**src/rtl/cpu_hazard_ctrl_if.sv**
```systemverilog
// Decode-side bundle for the hazard unit: decode fields and EX branch outcome in,
// pipeline controls, forwarding selects and performance counters out.
interface cpu_hazard_ctrl_if #(
  parameter int REG_W = 4,
  parameter int CNT_W = 16
);
  logic             dec_valid;
  logic [REG_W-1:0] dec_src1;
  logic [REG_W-1:0] dec_src2;
  logic             dec_src1_en;
  logic             dec_src2_en;
  logic             dec_wrt_en;
  logic [REG_W-1:0] dec_wrt_reg;
  logic             dec_is_load;
  logic             dec_is_branch;
  logic             br_taken;
  logic             cnt_clr;

  logic             stall;
  logic             bubble_idex;
  logic             flush_ifid;
  logic [2:0]       fwd_sel1;
  logic [2:0]       fwd_sel2;
  logic [CNT_W-1:0] stall_cnt;
  logic [CNT_W-1:0] flush_cnt;

  modport master (
    output dec_valid, dec_src1, dec_src2, dec_src1_en, dec_src2_en,
    output dec_wrt_en, dec_wrt_reg, dec_is_load, dec_is_branch,
    output br_taken, cnt_clr,
    input  stall, bubble_idex, flush_ifid, fwd_sel1, fwd_sel2,
    input  stall_cnt, flush_cnt
  );

  modport slave (
    input  dec_valid, dec_src1, dec_src2, dec_src1_en, dec_src2_en,
    input  dec_wrt_en, dec_wrt_reg, dec_is_load, dec_is_branch,
    input  br_taken, cnt_clr,
    output stall, bubble_idex, flush_ifid, fwd_sel1, fwd_sel2,
    output stall_cnt, flush_cnt
  );
endinterface

```
**src/rtl/cpu_hazard_ctrl.sv**
```systemverilog
// Pipeline hazard unit: shadow scoreboard of the stages after decode, RAW stall
// or forwarding selects, branch flush control and saturating stall/flush counters.
module cpu_hazard_ctrl #(
  parameter int NUM_STAGES = 3,
  parameter int REG_W      = 4,
  parameter int FWD_EN     = 0,
  parameter int BR_MODE    = 0,
  parameter int R0_ZERO    = 0,
  parameter int CNT_W      = 16
) (
  input  logic             clk,
  input  logic             rst,
  cpu_hazard_ctrl_if.slave hz
);

  typedef struct packed {
    logic             valid;
    logic             wrt_en;
    logic [REG_W-1:0] wrt_reg;
    logic             is_load;
    logic             is_branch;
  } sb_entry_t;

  sb_entry_t             sb_q [NUM_STAGES];
  sb_entry_t             sb_d [NUM_STAGES];
  logic                  active_q, active_d;
  logic [CNT_W-1:0]      stall_cnt_q, stall_cnt_d;
  logic [CNT_W-1:0]      flush_cnt_q, flush_cnt_d;

  logic [NUM_STAGES-1:0] match1, match2;
  logic                  raw_stall;
  logic                  flush_kill;
  logic                  stall;
  logic                  flush_ifid;
  logic [2:0]            fwd_sel1, fwd_sel2;

  // Lowest matching stage wins: it carries the most recent value of the register.
  function automatic logic [2:0] youngest(input logic [NUM_STAGES-1:0] m);
    logic [2:0] sel;
    sel = '0;
    for (int i = NUM_STAGES - 1; i >= 0; i--) begin
      if (m[i]) sel = 3'(i + 1);
    end
    return sel;
  endfunction

  always_comb begin
    match1 = '0;
    match2 = '0;
    for (int i = 0; i < NUM_STAGES; i++) begin
      match1[i] = sb_q[i].valid & sb_q[i].wrt_en & hz.dec_src1_en &
                  (sb_q[i].wrt_reg == hz.dec_src1);
      match2[i] = sb_q[i].valid & sb_q[i].wrt_en & hz.dec_src2_en &
                  (sb_q[i].wrt_reg == hz.dec_src2);
    end
    if (R0_ZERO != 0) begin
      if (hz.dec_src1 == '0) match1 = '0;
      if (hz.dec_src2 == '0) match2 = '0;
    end
  end

  // active_q keeps every control low in the first cycle after reset release.
  always_comb begin
    if (FWD_EN != 0) raw_stall = sb_q[0].is_load & (match1[0] | match2[0]);
    else             raw_stall = (|match1) | (|match2);

    flush_kill = 1'b0;
    if (BR_MODE != 0)
      flush_kill = active_q & sb_q[0].valid & sb_q[0].is_branch & hz.br_taken;

    stall = active_q & raw_stall & hz.dec_valid & ~flush_kill;

    if (BR_MODE != 0)
      flush_ifid = flush_kill;
    else
      flush_ifid = active_q & ((hz.dec_valid & hz.dec_is_branch & ~stall) |
                               (sb_q[0].valid & sb_q[0].is_branch));

    fwd_sel1 = '0;
    fwd_sel2 = '0;
    if ((FWD_EN != 0) && active_q && !stall) begin
      fwd_sel1 = youngest(match1);
      fwd_sel2 = youngest(match2);
    end
  end

  always_comb begin
    sb_d[0] = '0;
    if (hz.dec_valid & ~stall & ~flush_kill) begin
      sb_d[0].valid     = 1'b1;
      sb_d[0].wrt_en    = hz.dec_wrt_en;
      sb_d[0].wrt_reg   = hz.dec_wrt_reg;
      sb_d[0].is_load   = hz.dec_is_load;
      sb_d[0].is_branch = hz.dec_is_branch;
    end
    for (int i = 1; i < NUM_STAGES; i++) sb_d[i] = sb_q[i-1];

    active_d = 1'b1;

    stall_cnt_d = stall_cnt_q;
    flush_cnt_d = flush_cnt_q;
    if (hz.cnt_clr) begin
      stall_cnt_d = '0;
      flush_cnt_d = '0;
    end else begin
      if (stall && (stall_cnt_q != '1))      stall_cnt_d = stall_cnt_q + CNT_W'(1);
      if (flush_ifid && (flush_cnt_q != '1)) flush_cnt_d = flush_cnt_q + CNT_W'(1);
    end
  end

  always_ff @(posedge clk or posedge rst) begin
    if (rst) begin
      for (int i = 0; i < NUM_STAGES; i++) sb_q[i] <= '0;
      active_q    <= 1'b0;
      stall_cnt_q <= '0;
      flush_cnt_q <= '0;
    end else begin
      for (int i = 0; i < NUM_STAGES; i++) sb_q[i] <= sb_d[i];
      active_q    <= active_d;
      stall_cnt_q <= stall_cnt_d;
      flush_cnt_q <= flush_cnt_d;
    end
  end

  assign hz.stall       = stall;
  assign hz.bubble_idex = stall | flush_kill;
  assign hz.flush_ifid  = flush_ifid;
  assign hz.fwd_sel1    = fwd_sel1;
  assign hz.fwd_sel2    = fwd_sel2;
  assign hz.stall_cnt   = stall_cnt_q;
  assign hz.flush_cnt   = flush_cnt_q;

endmodule

```
**src/flat_wrapper.sv**
```systemverilog
// flat-port wrapper written by rule: the top's interface ports become plain ports
module cpu_hazard_ctrl_flat 
#(
  parameter int NUM_STAGES = 3,
  parameter int REG_W      = 4,
  parameter int FWD_EN     = 0,
  parameter int BR_MODE    = 0,
  parameter int R0_ZERO    = 0,
  parameter int CNT_W      = 16
)
  (clk, rst, hz_dec_valid, hz_dec_src1, hz_dec_src2, hz_dec_src1_en, hz_dec_src2_en, hz_dec_wrt_en, hz_dec_wrt_reg, hz_dec_is_load, hz_dec_is_branch, hz_br_taken, hz_cnt_clr, hz_stall, hz_bubble_idex, hz_flush_ifid, hz_fwd_sel1, hz_fwd_sel2, hz_stall_cnt, hz_flush_cnt);
  cpu_hazard_ctrl_if #(.REG_W(REG_W), .CNT_W(CNT_W)) hz_i ();
  input  logic clk;
  input  logic rst;
  input wire logic [$bits(hz_i.dec_valid)-1:0] hz_dec_valid;
  input wire logic [$bits(hz_i.dec_src1)-1:0] hz_dec_src1;
  input wire logic [$bits(hz_i.dec_src2)-1:0] hz_dec_src2;
  input wire logic [$bits(hz_i.dec_src1_en)-1:0] hz_dec_src1_en;
  input wire logic [$bits(hz_i.dec_src2_en)-1:0] hz_dec_src2_en;
  input wire logic [$bits(hz_i.dec_wrt_en)-1:0] hz_dec_wrt_en;
  input wire logic [$bits(hz_i.dec_wrt_reg)-1:0] hz_dec_wrt_reg;
  input wire logic [$bits(hz_i.dec_is_load)-1:0] hz_dec_is_load;
  input wire logic [$bits(hz_i.dec_is_branch)-1:0] hz_dec_is_branch;
  input wire logic [$bits(hz_i.br_taken)-1:0] hz_br_taken;
  input wire logic [$bits(hz_i.cnt_clr)-1:0] hz_cnt_clr;
  output wire logic [$bits(hz_i.stall)-1:0] hz_stall;
  output wire logic [$bits(hz_i.bubble_idex)-1:0] hz_bubble_idex;
  output wire logic [$bits(hz_i.flush_ifid)-1:0] hz_flush_ifid;
  output wire logic [$bits(hz_i.fwd_sel1)-1:0] hz_fwd_sel1;
  output wire logic [$bits(hz_i.fwd_sel2)-1:0] hz_fwd_sel2;
  output wire logic [$bits(hz_i.stall_cnt)-1:0] hz_stall_cnt;
  output wire logic [$bits(hz_i.flush_cnt)-1:0] hz_flush_cnt;
  assign hz_i.dec_valid = hz_dec_valid;
  assign hz_i.dec_src1 = hz_dec_src1;
  assign hz_i.dec_src2 = hz_dec_src2;
  assign hz_i.dec_src1_en = hz_dec_src1_en;
  assign hz_i.dec_src2_en = hz_dec_src2_en;
  assign hz_i.dec_wrt_en = hz_dec_wrt_en;
  assign hz_i.dec_wrt_reg = hz_dec_wrt_reg;
  assign hz_i.dec_is_load = hz_dec_is_load;
  assign hz_i.dec_is_branch = hz_dec_is_branch;
  assign hz_i.br_taken = hz_br_taken;
  assign hz_i.cnt_clr = hz_cnt_clr;
  assign hz_stall = hz_i.stall;
  assign hz_bubble_idex = hz_i.bubble_idex;
  assign hz_flush_ifid = hz_i.flush_ifid;
  assign hz_fwd_sel1 = hz_i.fwd_sel1;
  assign hz_fwd_sel2 = hz_i.fwd_sel2;
  assign hz_stall_cnt = hz_i.stall_cnt;
  assign hz_flush_cnt = hz_i.flush_cnt;
  cpu_hazard_ctrl #(.NUM_STAGES(NUM_STAGES), .REG_W(REG_W), .FWD_EN(FWD_EN), .BR_MODE(BR_MODE), .R0_ZERO(R0_ZERO), .CNT_W(CNT_W)) u_core (.clk(clk), .rst(rst), .hz(hz_i));
endmodule
```
**config.mk**
```make
export PLATFORM = sky130hd
export DESIGN_NAME = cpu_hazard_ctrl_flat
export DESIGN_NICKNAME = d
export VERILOG_FILES = /design/src/rtl/cpu_hazard_ctrl_if.sv /design/src/rtl/cpu_hazard_ctrl.sv /design/src/flat_wrapper.sv
export SDC_FILE = /design/constraint.sdc
export NUM_CORES = 1
export LEC_CHECK = 0
export CAP_MARGIN = 20
export CORE_MARGIN = 5
export CORE_UTILIZATION = 30
export CTS_BUF_LIST = sky130_fd_sc_hd__clkbuf_4 sky130_fd_sc_hd__clkbuf_8
export CTS_CLUSTER_SIZE = 16
export DETAILED_ROUTE_END_ITERATION = 7
export GPL_TIMING_DRIVEN = 0
export HOLD_SLACK_MARGIN = 0.06
export PLACE_DENSITY = 0.56
export SETUP_SLACK_MARGIN = 0.2
export SYNTH_ARGS = -nofsm -noshare
export SYNTH_HDL_FRONTEND = slang
export SYNTH_SLANG_ARGS = --single-unit
```
**constraint.sdc**
```tcl
create_clock -name clk -period 2.1 [get_ports clk]
set_input_delay 0.42 -clock clk [delete_from_list [all_inputs] [get_ports clk]]
set_output_delay 0.42 -clock clk [all_outputs]
set_load 0.005 [all_outputs]
```
==> results_dict.tcl, run 1 <==
set metrics [dict create \
    outcome "complete, but fails checks" \
    violations "setup timing" \
    dp.cells 451 \
    fin_cells 478 \
    power_density_nw_per_um2 452 \
    detailedRoute.firstPassIterationCount 4 \
    area_growth_pct 47.2 \
    cap_viol_max_count 0 \
    netlist_instances 280 \
    setup_viol 35 \
    clk-insertion-delay-late_ps 310 \
    grt_pass1_wl_um 12700 \
    ys_ff_latch 52 \
    hpwl_um 5180 \
    final_hold_viol_count 0 \
    tritoncts "done" \
    grt_setup_unrepaired "yes" \
    synth-main-ff-cell "dfrtp_1" \
    placement.cell_area_um2 3540 \
    setup_ws_ps -304 \
    critical_path.most_common_cell "buf_6" \
    vias 2437 \
    timing.critical_path.fanout_max 3 \
    relSlewSlack_pct 54.0 \
    data_arrival_time_of_the_critical_path_ps 1980 \
    synth_edf_count 0 \
    drt_iter0_drc 116 \
    post_cts_hold_buffer_count 0 \
    max_freq_mhz 416 \
    cpMaxStageDelayCell "nor4_4" \
    cpLargestDelayFamily "buffers and inverters" \
    design.core.area_um2 9110 \
    grt_start_max_net_pins 33 \
    synth-async-reset-ratio_pct 100 \
    clkTransAtPathRegs_ps 90 \
    critical_path.cell_chain "clkdlybuf4s15_1 > xor2_2 > nor4_4 > nor4_4 > buf_4 > a21oi_4 > buf_6 > buf_6 > buf_6" \
    setup_crit_end_kind "output pin" \
    worstSetupPathType "in2out" \
    antenna_cells_inserted 0 \
    syn_avg_cell_area_um2 9.91 \
    worst_path_largest_cell_delay_ps 340 \
    fillerInstances 908 \
    starting_density_pct 30.5 \
    fin_nets 391 \
    worst_ep_required_time_ps 1680 \
    total_overflow_reported_by_the_global_router 0 \
    fp.dieW_um 106 \
    wire_per_inst_um 16.0 \
    leakagePower_nw 1.65 \
    global_route.usage.total_pct 13.8 \
    cts-htree-levels 2 \
    cts_num_sinks 52 \
    routed_wirelength_um 7660 \
    floorplan.io_pins 63 \
    antenna_found_initial 0 \
    max-clock-path-buffers 2 \
    layout.area.seq_um2 1310 \
    io_buffers 54 \
    period_minus_slack_ps 2400 \
    clock_tree_skew_after_final_layout_ps 9.42 \
    min_path_type "reg2reg" \
    layout-drive-gt1-share_pct 28.9 \
    post_drt_via_cell_ratio 5.10 \
    rows 35 \
    synth_cell_type_count 40 \
    synthesis.area_um2 2780 \
    first_global_vias 2498 \
    layout.cell_area.non_filler_um2 4080 \
    die-height_um 106 \
    place.gp.congestion 0.800 \
    numCtsBuffers 5 \
    cp-start-kind "primary input" \
    fin_crit_sh_pct 114 \
    final-max-slew-violation-count 0 \
    cts_root_buffer "clkbuf_8" \
    fp.dieArea_um2 11300 \
    drtAntennaViolNets 0 \
    path_buf_inv 5 \
    tightest_slew_ps 690 \
    synth.yosys.seq_area_share_pct 46.9 \
    detail_route.drc_violations 0 \
    multiInputGateArea_um2 1670 \
    power.ir.vdd_worst_mv 0.256 \
    synth-warning-count 0 \
]
## flip-flops by register name, indices dropped and copies added, names as in the netlist
signal	cells
u_core.active_q	1
u_core.hz.flush_cnt	16
u_core.hz.stall_cnt	16
u_core.sb_d	13
u_core.sb_q	6
## per-layer routing
layer | GRT usage, % | wire (um) | vias up
met5 | 0 | 0 | -
met1 | 18.2 | 3450 | 1214
met4 | 2.78 | 85 | 0
met3 | 3.10 | 278 | 8
met2 | 23.3 | 3840 | 49
li1 | - | - | 1166
## worst paths after layout
| check | start | to | cells after the start | slack (ps) |
|---|---|---|---|---|
| hold reg to reg | u_core.sb_d[14] | u_core.sb_d[6] | 0 | 410 |
| min in group asynchronous | rst | u_core.hz.stall_cnt[14] | 2 | 460 |
| max in group asynchronous | rst | u_core.hz.flush_cnt[2] | 3 | 1090 |
| hold / removal | u_core.sb_d[14] | u_core.sb_d[6] | 0 | 410 |
| setup reg to reg | u_core.sb_d[4] | u_core.hz.stall_cnt[15] | 13 | -230 |
| setup / recovery | hz_dec_src1[1] | hz_stall | 9 | -300 |
## area by class of cell
type	count	area share, %
repair buffers	75	17.7
plain buffers	16	2.91
clock buffers	6	1.87
clock inverters	1	0.123
multi-input cells	205	40.8
inverters	12	1.16
flip-flops and latches	52	32.0
well taps	111	3.40
## through the flow
step	setup TNS, ps	power (mW)	hold WS [ps]	worst slack, ps	util [%]
after floorplan	0	1.17	374	47.7	-
after global placement	-65840	1.25	379	-1190	38.6
after detailed placement	-29720	1.26	388	-1200	38.8
after CTS	-5890	1.87	408	-328	43.4
after global routing	-9220	1.94	435	-375	44.8
final	-6300	1.85	410	-304	44.8
## cells in the final DEF (no fill, tap or decap), types with 8 or more instances in the layout
master / instances
clkdlybuf4s50_1: 41
a21oi_1: 12
xor2_2: 11
nor2b_1: 9
a21oi_2: 8
nand3_1: 15
buf_6: 12
xnor2_1: 8
and2_1: 10
buf_4: 20
nor2_1: 20
or4_1: 9
nand4_1: 11
dfrtp_1: 49
inv_1: 10
nand2_1: 11
## report_power, final
group	switching, mW	internal (mW)	total [mW]
clock	0.324	0.241	0.565
combinational	0.130	0.102	0.232
sequential	0.0247	1.02	1.05
## cell usage after synthesis, types with 7 or more instances
master   count  area, um2
mux2_2       8       90.1
nand3_1     18       90.1
inv_1       12       45.0
nor2b_1      9       56.3
xnor2_1      8       70.1
xor2_1      18        158
a21oi_1     21        105
or4_1        9       67.6
dfrtp_1     52       1300
nand4_1     11       68.8
and3_1       8       50.1
nand2_1     11       41.3
nor2_1      21       78.8
o31ai_1      8       60.1
buf_4        7       52.6
and2_1      10       62.6
## repair_timing
item                                    CTS  global route
resized for setup                        69            30
setup buffers                            16             3
pin swaps                                16             5
endpoints found under the setup margin   42            42
cloned                                    1             0
## cells by family (layout without fill, tap and decap cells)
kind of cell,count (synthesis),in the layout,share of synthesized area [%]
other,2,7,0.271
AND/OR/NAND/NOR,111,111,22.6
AO/OA/AOI/OAI,50,50,12.4
multiplexers,9,9,3.61
adder cells (fa/ha/maj),2,2,0.902
flip-flops,52,52,46.9
XOR/XNOR,26,26,8.21
buffers and inverters,28,110,5.09
(Power assumes the default switching activity.)
==> inputs of run 2 (changes only) <==
MAX_ROUTING_LAYER = met4   (was not set)
SLEW_MARGIN = 15   (was not set)
==> run 2 against run 1 <==
  * The flow still finishes with violations (setup timing)
  * Wire length increased by 0.42%
  * First-iteration DRC count unchanged
  * Register-to-register slack about the same
  * Largest cell class unchanged
  * Highest routed layer unchanged
==> results_dict.tcl, run 2 (synthesis gave the netlist of run 1 again) <==
set metrics [dict create \
    total_overflow_reported_by_the_global_router 0 \
    final_cell_mix "dfrtp_1, clkdlybuf4s50_1, nor2_1, buf_4, nand3_1" \
    max-clock-path-buffers 2 \
    fin_crit_sh_pct 114 \
    internal-power_mw 1.37 \
    timing.critical_path.fanout_max 4 \
    worst_path_largest_cell_delay_ps 340 \
    path_buf_inv 4 \
    antenna_found_initial 0 \
    power.ir.vdd_worst_mv 0.256 \
    setup_viol 35 \
    post_cts_hold_buffer_count 0 \
    routed_wirelength_um 7690 \
    clkTransAtPathRegs_ps 90 \
    antenna_cells_inserted 0 \
    critical_path.most_common_cell "nor4_4" \
    fp.dieW_um 106 \
    cts-htree-levels 2 \
    fin_cells 478 \
    vias 2432 \
    p_sw_mw 0.483 \
    post_drt_via_cell_ratio 5.09 \
    final_common_cell "dfrtp_1" \
    power.clock.fraction_pct 30.8 \
    floorplan.io_pins 63 \
    cp-start-kind "primary input" \
    wire_per_inst_um 16.1 \
    setup_crit_end_kind "output pin" \
    power_density_nw_per_um2 453 \
    worstSetupPathType "in2out" \
    dp.cells 451 \
    drt_iter0_drc 116 \
    global_route.usage.total_pct 14.2 \
    clock_tree_skew_after_final_layout_ps 7.98 \
    dp_worst_setup_slack_ps -1200 \
    grt_pass1_wl_um 12700 \
    tritoncts "done" \
    detail_route.drc_violations 0 \
    relSlewSlack_pct 53.3 \
    max_freq_mhz 419 \
    detailedRoute.firstPassIterationCount 4 \
    io_buffers 54 \
    placement.cell_area_um2 3540 \
    hpwl_um 5180 \
    worst_ep_required_time_ps 1680 \
    first_global_vias 2495 \
    cap_viol_max_count 0 \
    switching_share_pct 26.1 \
    numCtsBuffers 5 \
    area_growth_pct 47.2 \
    drtAntennaViolNets 0 \
    cts_num_sinks 52 \
    cpMaxStageDelayCell "nor4_4" \
    outcome "complete, but fails checks" \
    grt_start_max_net_pins 33 \
    comb_power_share_pct 12.6 \
    clk-insertion-delay-late_ps 310 \
    p_seq_share_pct 56.7 \
    cts_root_buffer "clkbuf_8" \
    die-height_um 106 \
    grt_setup_unrepaired "yes" \
    design.core.area_um2 9110 \
    layout-drive-gt1-share_pct 28.9 \
    data_arrival_time_of_the_critical_path_ps 1970 \
    layout.cell_area.non_filler_um2 4080 \
    critical_path.cell_chain "clkdlybuf4s15_1 > xor2_2 > nor4_4 > nor4_4 > buf_4 > a31oi_4 > inv_4 > buf_6" \
    tightest_slew_ps 700 \
    final-max-slew-violation-count 0 \
    min_path_type "reg2reg" \
    rows 35 \
    fin_nets 391 \
    starting_density_pct 30.5 \
    fp.dieArea_um2 11300 \
    leakagePower_nw 1.65 \
    setup_ws_ps -289 \
    final_hold_viol_count 0 \
    period_minus_slack_ps 2390 \
    violations "setup timing" \
    place.gp.congestion 0.811 \
    cpLargestDelayFamily "buffers and inverters" \
]
==> run 2: cell counts in the layout (fill, tap and decap cells not counted) <==
No cell type changed its count.
==> run 2: cell type report <==
cell class                      instances  area (um2)
Buffer                                 16         119
Clock buffer                            6        76.3
Clock inverter                          1        5.00
Fill cell                             908        5020
Inverter                               12        47.5
Multi-Input combinational cell        205        1670
Sequential cell                        52        1310
Tap cell                              111         139
Timing Repair Buffer                   75         724
==> run 2: worst register-to-register path, stage by stage (launching register included) <==
cell	delay, ps
dfrtp_1	420
xnor2_1	140
nand4_1	130
nor4_4	60
nor4_4	330
buf_4	180
a21oi_4	50
buf_6	130
buf_4	120
buf_6	110
buf_6	110
buf_6	110
nand3_2	50
mux2_4	300
==> run 2: final timing paths <==
path | start | end | slack (ps) | cells past startpoint
max | hz_dec_src1[1] | hz_flush_ifid | -290 | 8
min | u_core.sb_d[14] | u_core.sb_d[6] | 410 | 0
max reg2reg | u_core.sb_d[4] | u_core.hz.stall_cnt[15] | -230 | 13
min reg2reg | u_core.sb_d[14] | u_core.sb_d[6] | 410 | 0
max in group asynchronous | rst | u_core.hz.flush_cnt[2] | 1080 | 3
min in group asynchronous | rst | u_core.sb_d[13] | 460 | 2
==> run 2: power groups by stage <==
stage / clock, mW / combinational, mW / sequential (mW)
after CTS: 0.595 / 0.225 / 1.05
final: 0.569 / 0.232 / 1.05
after global placement: 0 / 0.189 / 1.06
after floorplan: 0 / 0.107 / 1.06
after global routing: 0.632 / 0.257 / 1.05
after detailed placement: 0 / 0.194 / 1.06
==> run 2: repair_timing <==
item	4_1_cts	5_1_grt
endpoints found under the setup margin	42	42
resized for setup	69	30
cloned	1	0
setup buffers	16	3
pin swaps	16	5
==> run 2: per-layer routing <==
| layer | up-vias | track usage (%) | part of all wire [%] |
|---|---|---|---|
| met4 | 0 | 2.78 | 1.2 |
| met3 | 7 | 2.73 | 3.0 |
| met5 | - | - | 0 |
| met2 | 49 | 23.3 | 50 |
| li1 | 1167 | - | - |
| met1 | 1209 | 18.4 | 46 |
==> run 2: through the flow <==
stage	utilization [%]	setup TNS [ps]	total power [mW]	hold slack, ps
after global placement	38.6	-65840	1.25	379
after global routing	44.8	-9230	1.94	435
after CTS	43.4	-5890	1.87	408
after floorplan	-	0	1.17	374
final	44.8	-5970	1.85	410
after detailed placement	38.8	-29720	1.26	388
==> inputs of run 3 (changes only) <==
CTS_CLUSTER_DIAMETER = 150   (was not set)
==> results of run 3 <==
No change in the layout: final DEF, timing and power equal those of run 2.
